[src/rtl/key_press_conditioner_pkg.sv]
// Shared types and helpers for the key press conditioner.
package key_cond_pkg;

  // Conditioner FSM states; LOCKOUT is the reset state.
  typedef enum logic [2:0] {
    LOCKOUT     = 3'd0,
    IDLE        = 3'd1,
    DEB_PRESS   = 3'd2,
    PRESSED     = 3'd3,
    DEB_RELEASE = 3'd4
  } kc_state_t;

  // Counter width must hold the larger of the debounce count and the
  // autorepeat delay.
  function automatic int kc_cnt_width(input int debounce_cycles, input int repeat_delay);
    int m;
    m = (debounce_cycles > repeat_delay) ? debounce_cycles : repeat_delay;
    return $clog2(m + 1);
  endfunction

endpackage

[src/rtl/key_press_conditioner_if.sv]
// Signal bundle between a pushbutton source and the key conditioner.
// There is no valid/ready handshake here: raw is a free-running level,
// press is a one-cycle strobe, held and busy are levels, and state is the
// FSM state mirrored for debug.
interface key_press_conditioner_if;
  import key_cond_pkg::*;

  logic      raw;
  logic      press;
  logic      held;
  logic      busy;
  kc_state_t state;

  modport master (output raw, input press, held, busy, state);
  modport slave  (input raw, output press, held, busy, state);
endinterface

[src/rtl/key_press_conditioner_sync_chain.sv]
// Multi-flop synchronizer with a configurable reset level.
module sync_chain #(
  parameter int   STAGES  = 2,
  parameter logic RST_VAL = 1'b0
) (
  input  logic clk,
  input  logic rst,
  input  logic d_i,
  output logic q_o
);

  logic [STAGES-1:0] sync_q;

  // Shift the asynchronous input through the flop chain.
  always_ff @(posedge clk or posedge rst) begin
    if (rst) sync_q <= {STAGES{RST_VAL}};
    else     sync_q <= {sync_q[STAGES-2:0], d_i};
  end

  assign q_o = sync_q[STAGES-1];

endmodule

[src/rtl/key_press_conditioner.sv]
// Pushbutton conditioner: synchronize, debounce, emit press pulse and held
// level, and ignore a key that is already down when reset releases.
// Optional autorepeat is enabled by defining KEY_COND_AUTOREPEAT_EN.
module key_press_conditioner
  import key_cond_pkg::*;
#(
  parameter int SYNC_STAGES     = 2,
  parameter int DEBOUNCE_CYCLES = 4,
  parameter int ACTIVE_LOW      = 1,
  parameter int REPEAT_DELAY    = 64,
  parameter int REPEAT_PERIOD   = 16
) (
  input  logic                      clk,
  input  logic                      rst,
  key_press_conditioner_if.slave    kif
);

  localparam int          CW       = kc_cnt_width(DEBOUNCE_CYCLES, REPEAT_DELAY);
  localparam logic        ACT_LO   = (ACTIVE_LOW != 0);
  localparam logic [CW-1:0] CNT_MAX  = {CW{1'b1}};
  localparam logic [CW-1:0] DEB_LAST = CW'(DEBOUNCE_CYCLES - 1);
`ifdef KEY_COND_AUTOREPEAT_EN
  localparam logic [CW-1:0] REP_LAST   = CW'(REPEAT_DELAY - 1);
  // Reloading to DELAY-PERIOD makes later repeats reuse the same compare.
  localparam logic [CW-1:0] REP_RELOAD = CW'(REPEAT_DELAY - REPEAT_PERIOD);
`endif

  // Reject illegal configurations at elaboration time.
  if (SYNC_STAGES < 2 || SYNC_STAGES > 4) begin : g_bad_sync
    $error("SYNC_STAGES must be 2..4");
  end
  if (DEBOUNCE_CYCLES < 1) begin : g_bad_deb
    $error("DEBOUNCE_CYCLES must be >= 1");
  end
  if (REPEAT_PERIOD < 1) begin : g_bad_rep
    $error("REPEAT_PERIOD must be >= 1");
  end

  logic          sync_out;
  logic          p_sync;
  kc_state_t     state_q;
  logic [CW-1:0] cnt_q;
  logic          press_q;
  logic          held_q;
  logic          busy_q;

  // Synchronizer resets to the pressed level so a key held through reset
  // keeps the FSM in LOCKOUT until it is released.
  sync_chain #(
    .STAGES  (SYNC_STAGES),
    .RST_VAL (~ACT_LO)
  ) u_sync (
    .clk (clk),
    .rst (rst),
    .d_i (kif.raw),
    .q_o (sync_out)
  );

  assign p_sync = sync_out ^ ACT_LO;

  // Debounce FSM with counter and registered outputs.
  always_ff @(posedge clk or posedge rst) begin
    if (rst) begin
      state_q <= LOCKOUT;
      cnt_q   <= '0;
      press_q <= 1'b0;
      held_q  <= 1'b0;
      busy_q  <= 1'b1;
    end else begin
      press_q <= 1'b0;
      case (state_q)
        LOCKOUT: begin
          if (!p_sync) begin
            state_q <= IDLE;
            busy_q  <= 1'b0;
          end
        end
        IDLE: begin
          if (p_sync) begin
            state_q <= DEB_PRESS;
            cnt_q   <= '0;
            busy_q  <= 1'b1;
          end
        end
        DEB_PRESS: begin
          if (!p_sync) begin
            state_q <= IDLE;
            cnt_q   <= '0;
            busy_q  <= 1'b0;
          end else if (cnt_q == DEB_LAST) begin
            state_q <= PRESSED;
            cnt_q   <= '0;
            press_q <= 1'b1;
            held_q  <= 1'b1;
            busy_q  <= 1'b0;
          end else if (cnt_q != CNT_MAX) begin
            cnt_q <= cnt_q + CW'(1);
          end
        end
        PRESSED: begin
          if (!p_sync) begin
            state_q <= DEB_RELEASE;
            cnt_q   <= '0;
            busy_q  <= 1'b1;
          end
`ifdef KEY_COND_AUTOREPEAT_EN
          else if (cnt_q == REP_LAST) begin
            press_q <= 1'b1;
            cnt_q   <= REP_RELOAD;
          end else if (cnt_q != CNT_MAX) begin
            cnt_q <= cnt_q + CW'(1);
          end
`endif
        end
        DEB_RELEASE: begin
          if (p_sync) begin
            state_q <= PRESSED;
            cnt_q   <= '0;
            busy_q  <= 1'b0;
          end else if (cnt_q == DEB_LAST) begin
            state_q <= IDLE;
            cnt_q   <= '0;
            held_q  <= 1'b0;
            busy_q  <= 1'b0;
          end else if (cnt_q != CNT_MAX) begin
            cnt_q <= cnt_q + CW'(1);
          end
        end
        default: begin
          state_q <= LOCKOUT;
          cnt_q   <= '0;
          held_q  <= 1'b0;
          busy_q  <= 1'b1;
        end
      endcase
    end
  end

  assign kif.press = press_q;
  assign kif.held  = held_q;
  assign kif.busy  = busy_q;
  assign kif.state = state_q;

endmodule

[src/flat_wrapper.sv]
// flat-port wrapper written by rule: the top's interface ports become plain ports
module key_press_conditioner_flat import key_cond_pkg::*;
#(
  parameter int SYNC_STAGES     = 2,
  parameter int DEBOUNCE_CYCLES = 4,
  parameter int ACTIVE_LOW      = 1,
  parameter int REPEAT_DELAY    = 64,
  parameter int REPEAT_PERIOD   = 16
)
  (clk, rst, kif_raw, kif_press, kif_held, kif_busy, kif_state);
  key_press_conditioner_if kif_i ();
  input  logic clk;
  input  logic rst;
  input wire logic [$bits(kif_i.raw)-1:0] kif_raw;
  output wire logic [$bits(kif_i.press)-1:0] kif_press;
  output wire logic [$bits(kif_i.held)-1:0] kif_held;
  output wire logic [$bits(kif_i.busy)-1:0] kif_busy;
  output wire logic [$bits(kif_i.state)-1:0] kif_state;
  assign kif_i.raw = kif_raw;
  assign kif_press = kif_i.press;
  assign kif_held = kif_i.held;
  assign kif_busy = kif_i.busy;
  assign kif_state = kif_i.state;
  key_press_conditioner #(.SYNC_STAGES(SYNC_STAGES), .DEBOUNCE_CYCLES(DEBOUNCE_CYCLES), .ACTIVE_LOW(ACTIVE_LOW), .REPEAT_DELAY(REPEAT_DELAY), .REPEAT_PERIOD(REPEAT_PERIOD)) u_core (.clk(clk), .rst(rst), .kif(kif_i));
endmodule
[config.mk]
export PLATFORM = sky130hd
export DESIGN_NAME = key_press_conditioner_flat
export DESIGN_NICKNAME = d
export VERILOG_FILES = /design/src/rtl/key_press_conditioner_pkg.sv /design/src/rtl/key_press_conditioner_if.sv /design/src/rtl/key_press_conditioner_sync_chain.sv /design/src/rtl/key_press_conditioner.sv /design/src/flat_wrapper.sv
export SDC_FILE = /design/constraint.sdc
export NUM_CORES = 1
export LEC_CHECK = 0
export CAP_MARGIN = 25
export CORE_UTILIZATION = 45
export CTS_BUF_LIST = sky130_fd_sc_hd__clkbuf_4 sky130_fd_sc_hd__clkbuf_8
export DETAILED_ROUTE_END_ITERATION = 8
export PLACE_DENSITY = 0.65
export SLEW_MARGIN = 0
export SYNTH_ARGS = -nofsm -noshare
export SYNTH_HDL_FRONTEND = slang
export SYNTH_HIERARCHICAL = 1
export SYNTH_SLANG_ARGS = --single-unit
[constraint.sdc]
create_clock -name clk -period 1.8 [get_ports clk]
set_input_delay 0.36 -clock clk [delete_from_list [all_inputs] [get_ports clk]]
set_output_delay 0.36 -clock clk [all_outputs]
set_load 0.02 [all_outputs]
==> metrics.md <==
| Metric | Value |
|---|---|
| Post-synthesis sequential area ratio | `41.69%` |
| Max-slew violation count | `0` |
| # placed instances | `142` |
| Vias in the first global route | `713` |
| Most common cell after layout, fill and taps aside | `buf_4` |
| Fraction of layout instances using a drive strength above 1 | `23.77%` |
| Drc violations | `0` |
| Seq pwr share | `33.1%` |
| Clock root cell | `clkbuf_4` |
| Final non-filler cell area | `0.001147 mm2` |
| Fillers | `165` |
| Post-synth ARST share | `100.0%` |
| Worst EP required | `1.96 ns` |
| Layout Nets | `127` |
| Clock network fraction of total power | `13.5%` |
| Commonest non-fill, non-tap cells in the layout | `buf_4, dfrtp_1, nor2_1` |
| Clock sink count | `15` |
| Rows | `15` |
| Max-Cap Viols | `0` |
| Achievable frequency | `535.8 MHz` |
| Setup violators final | `5` |
| Starting Density | `50.14%` |
| Kind of critical path | `reg2reg` |
| Synthesized area | `903.4 um2` |
| Setup WS pre-CTS | `-0.03086 ns` |
| Total GRT Usage | `22.62%` |
| Cells after synthesis | `101` |
| HPWL Detailed | `1465 um` |
| R2R setup slack | `-0.07 ns` |
| Setup slack after layout | `-0.06647 ns` |
| I/O pin total | `9` |
| Int Power | `891.4 uW` |
| Core area | `0.001802 mm2` |
| Largest net degree at the start of global routing | `14` |
| Syn Area/Cell | `8.944 um2` |
| Sw Pwr | `630.5 uW` |
| # diodes | `0` |
| Prevailing post-synth register cell | `dfrtp_1` |
| Clock skew | `0.005313 ns` |
| HP Class | `in2async` |
| Die Ht | `46.81 um` |
| PwrDens | `1326 mW/mm2` |
| Die W | `46.81 um` |
| Initial antenna violation count | `0` |
| Critical path peak fanout | `5` |
| EDFF count, synth | `0` |
| Worst-path clk slew | `0.09 ns` |
| Critical path startpoint category | `register` |
| Minimum clock period | `1.866 ns` |
| Total wire length | `2046 um` |
| Combinational cell fraction of total power | `53.4%` |
| Initial DRC count | `24` |
| Clock latency on the worst-skew pair | `0.28 ns` |
| Failing checks | `setup timing` |
| Status | `complete, but fails checks` |
| Clk buf depth | `2` |
| Synth Net Count | `105` |
| Worst Tran Pin Value | `0.5103 ns` |
| CTS buffer count | `3` |
| FF-to-FF path depth | `5` |
| Switching share of total power | `41.43%` |
| Area of the multi-input gates | `499.2 um2` |
| First-pass GRT wire length | `3429 um` |
| Pre-antenna DRT Iters | `4` |
| Yosys Warn Count | `6` |
| Via Count | `832` |
| R2R Path End | `u_core/cnt_q[6]` |
| Area of placed instances | `0.001090 mm2` |
| Worst VDD drop | `0.9630 mV` |
| FF-to-FF Start | `u_core/cnt_q[0]` |
| RD Place Congestion | `0.8440` |
| Drt via density | `5.660` |
| Post-route antenna net violation count | `0` |
| Leakage | `0.0004913 uW` |
| Max transition margin | `65.94%` |
| Die area | `0.002191 mm2` |
| WL/cell | `13.92 um` |
| Crit end category | `register` |
| Final core utilization | `63.68%` |
| Register area | `379.1 um2` |
| Synth cell types | `39` |
| Htree depth | `1` |
| Layout Cells excl Fill | `147` |
| Data arrival, critical path | `2.03 ns` |
| PortBufs | `8` |
| Total power | `1522 uW` |
| Layout area overhead | `27.01%` |
| First element of the critical path | `u_core/cnt_q[0]` |
| Unrepaired setup endpoints after global routing | `yes` |
| Final Hold Viols | `0` |
| CTS tree | `built` |
| Overflow after GRT | `0` |
| Yosys reg bits | `15` |
| Period utilization | `103.7%` |
| CP endpoint | `u_core/cnt_q[6]` |
## cell type report
class,count,share of cell area (%)
Multi-Input combinational cell,76,43.51
Sequential cell,15,33.04
Timing Repair Buffer,23,16.79
Tap cell,25,2.726
Clock buffer,4,2.617
Inverter,4,1.309
## state kept, by name, summed over array words and instances (netlist names)
signal and flops:
u_core/kif.press 1, u_core/u_sync/sync_q 2, u_core/kif.state 3, u_core/kif.busy 1, u_core/kif.held 1, u_core/cnt_q 7
## layer usage
| layer | global-route usage, % | wire, um | share of wire (%) |
|---|---|---|---|
| met4 | 6.857 | 15 | 0.73 |
| met3 | 4.615 | 99 | 4.8 |
| met2 | 31.11 | 909 | 44 |
| met5 | 0 | 0 | 0 |
| met1 | 35.63 | 1022 | 50 |
## synthesized netlist by cell type (3+ instances only)
master / count / area (um2)
clkbuf_1: 5 / 18.77
o31ai_1: 3 / 22.52
nor3_1: 4 / 20.02
inv_1: 4 / 15.01
o21ai_0: 4 / 20.02
nor4b_1: 3 / 26.28
nand3_1: 5 / 25.02
nand2_1: 7 / 26.28
nor2_1: 11 / 41.29
a21oi_1: 7 / 35.03
dfrtp_1: 14 / 350.3
## timing repair
action                                  in CTS  in global routing
hold buffers                                 0                  0
cloned                                       0                  0
endpoints found under the hold margin        0                  0
buffers inserted                             0                  1
resized for setup                            4                  4
pin swaps                                    1                  1
endpoints found under the setup margin       9                  6
## stage by stage
| stage | setup TNS [ns] | hold WS (ns) |
|---|---|---|
| 6_report | -0.2466 | 0.2516 |
| 5_1_grt | -0.5568 | 0.2663 |
| 4_1_cts | 0 | 0.2444 |
| 3_5_place_dp | -0.1181 | 0.3466 |
| 2_1_floorplan | 0 | 0.1012 |
| 3_3_place_gp | 0 | 0.3385 |
## worst max-delay path, cell delays in order (launching register included)
cell     delay, ns
dfrtp_1       0.37
ha_2          0.19
or4b_4        0.49
o311a_4       0.33
nor3_4        0.28
nor2_1        0.08
## power by group through the flow
stage,Sequential [uW],Combinational (uW),Clock (uW)
2_1_floorplan,542,436,0
3_3_place_gp,502,767,0
3_5_place_dp,504,783,0
4_1_cts,502,772,217
5_1_grt,516,888,231
6_report,503,813,206
## logic make-up after synthesis
kind of cell / after synthesis / synth area share [%]
AND/OR/NAND/NOR: 46 / 29.78
AO/OA/AOI/OAI: 26 / 18.84
flip-flops: 15 / 41.69
buffers and inverters: 10 / 4.986
multiplexers: 2 / 2.355
XOR/XNOR: 1 / 0.9697
adder cells (fa/ha/maj): 1 / 1.385
## worst min-delay path by stage
| stage | from | to |
|---|---|---|
| CTS | rst | u_core/u_sync/sync_q[0] |
| global placement | u_core/u_sync/sync_q[0] | u_core/u_sync/sync_q[1] |
| floorplan | rst | u_core/u_sync/sync_q[0] |
| detailed placement | u_core/u_sync/sync_q[0] | u_core/u_sync/sync_q[1] |
| global route | rst | u_core/u_sync/sync_q[1] |
| finish | rst | u_core/u_sync/sync_q[0] |
Power figures use the tool's default switching activity.
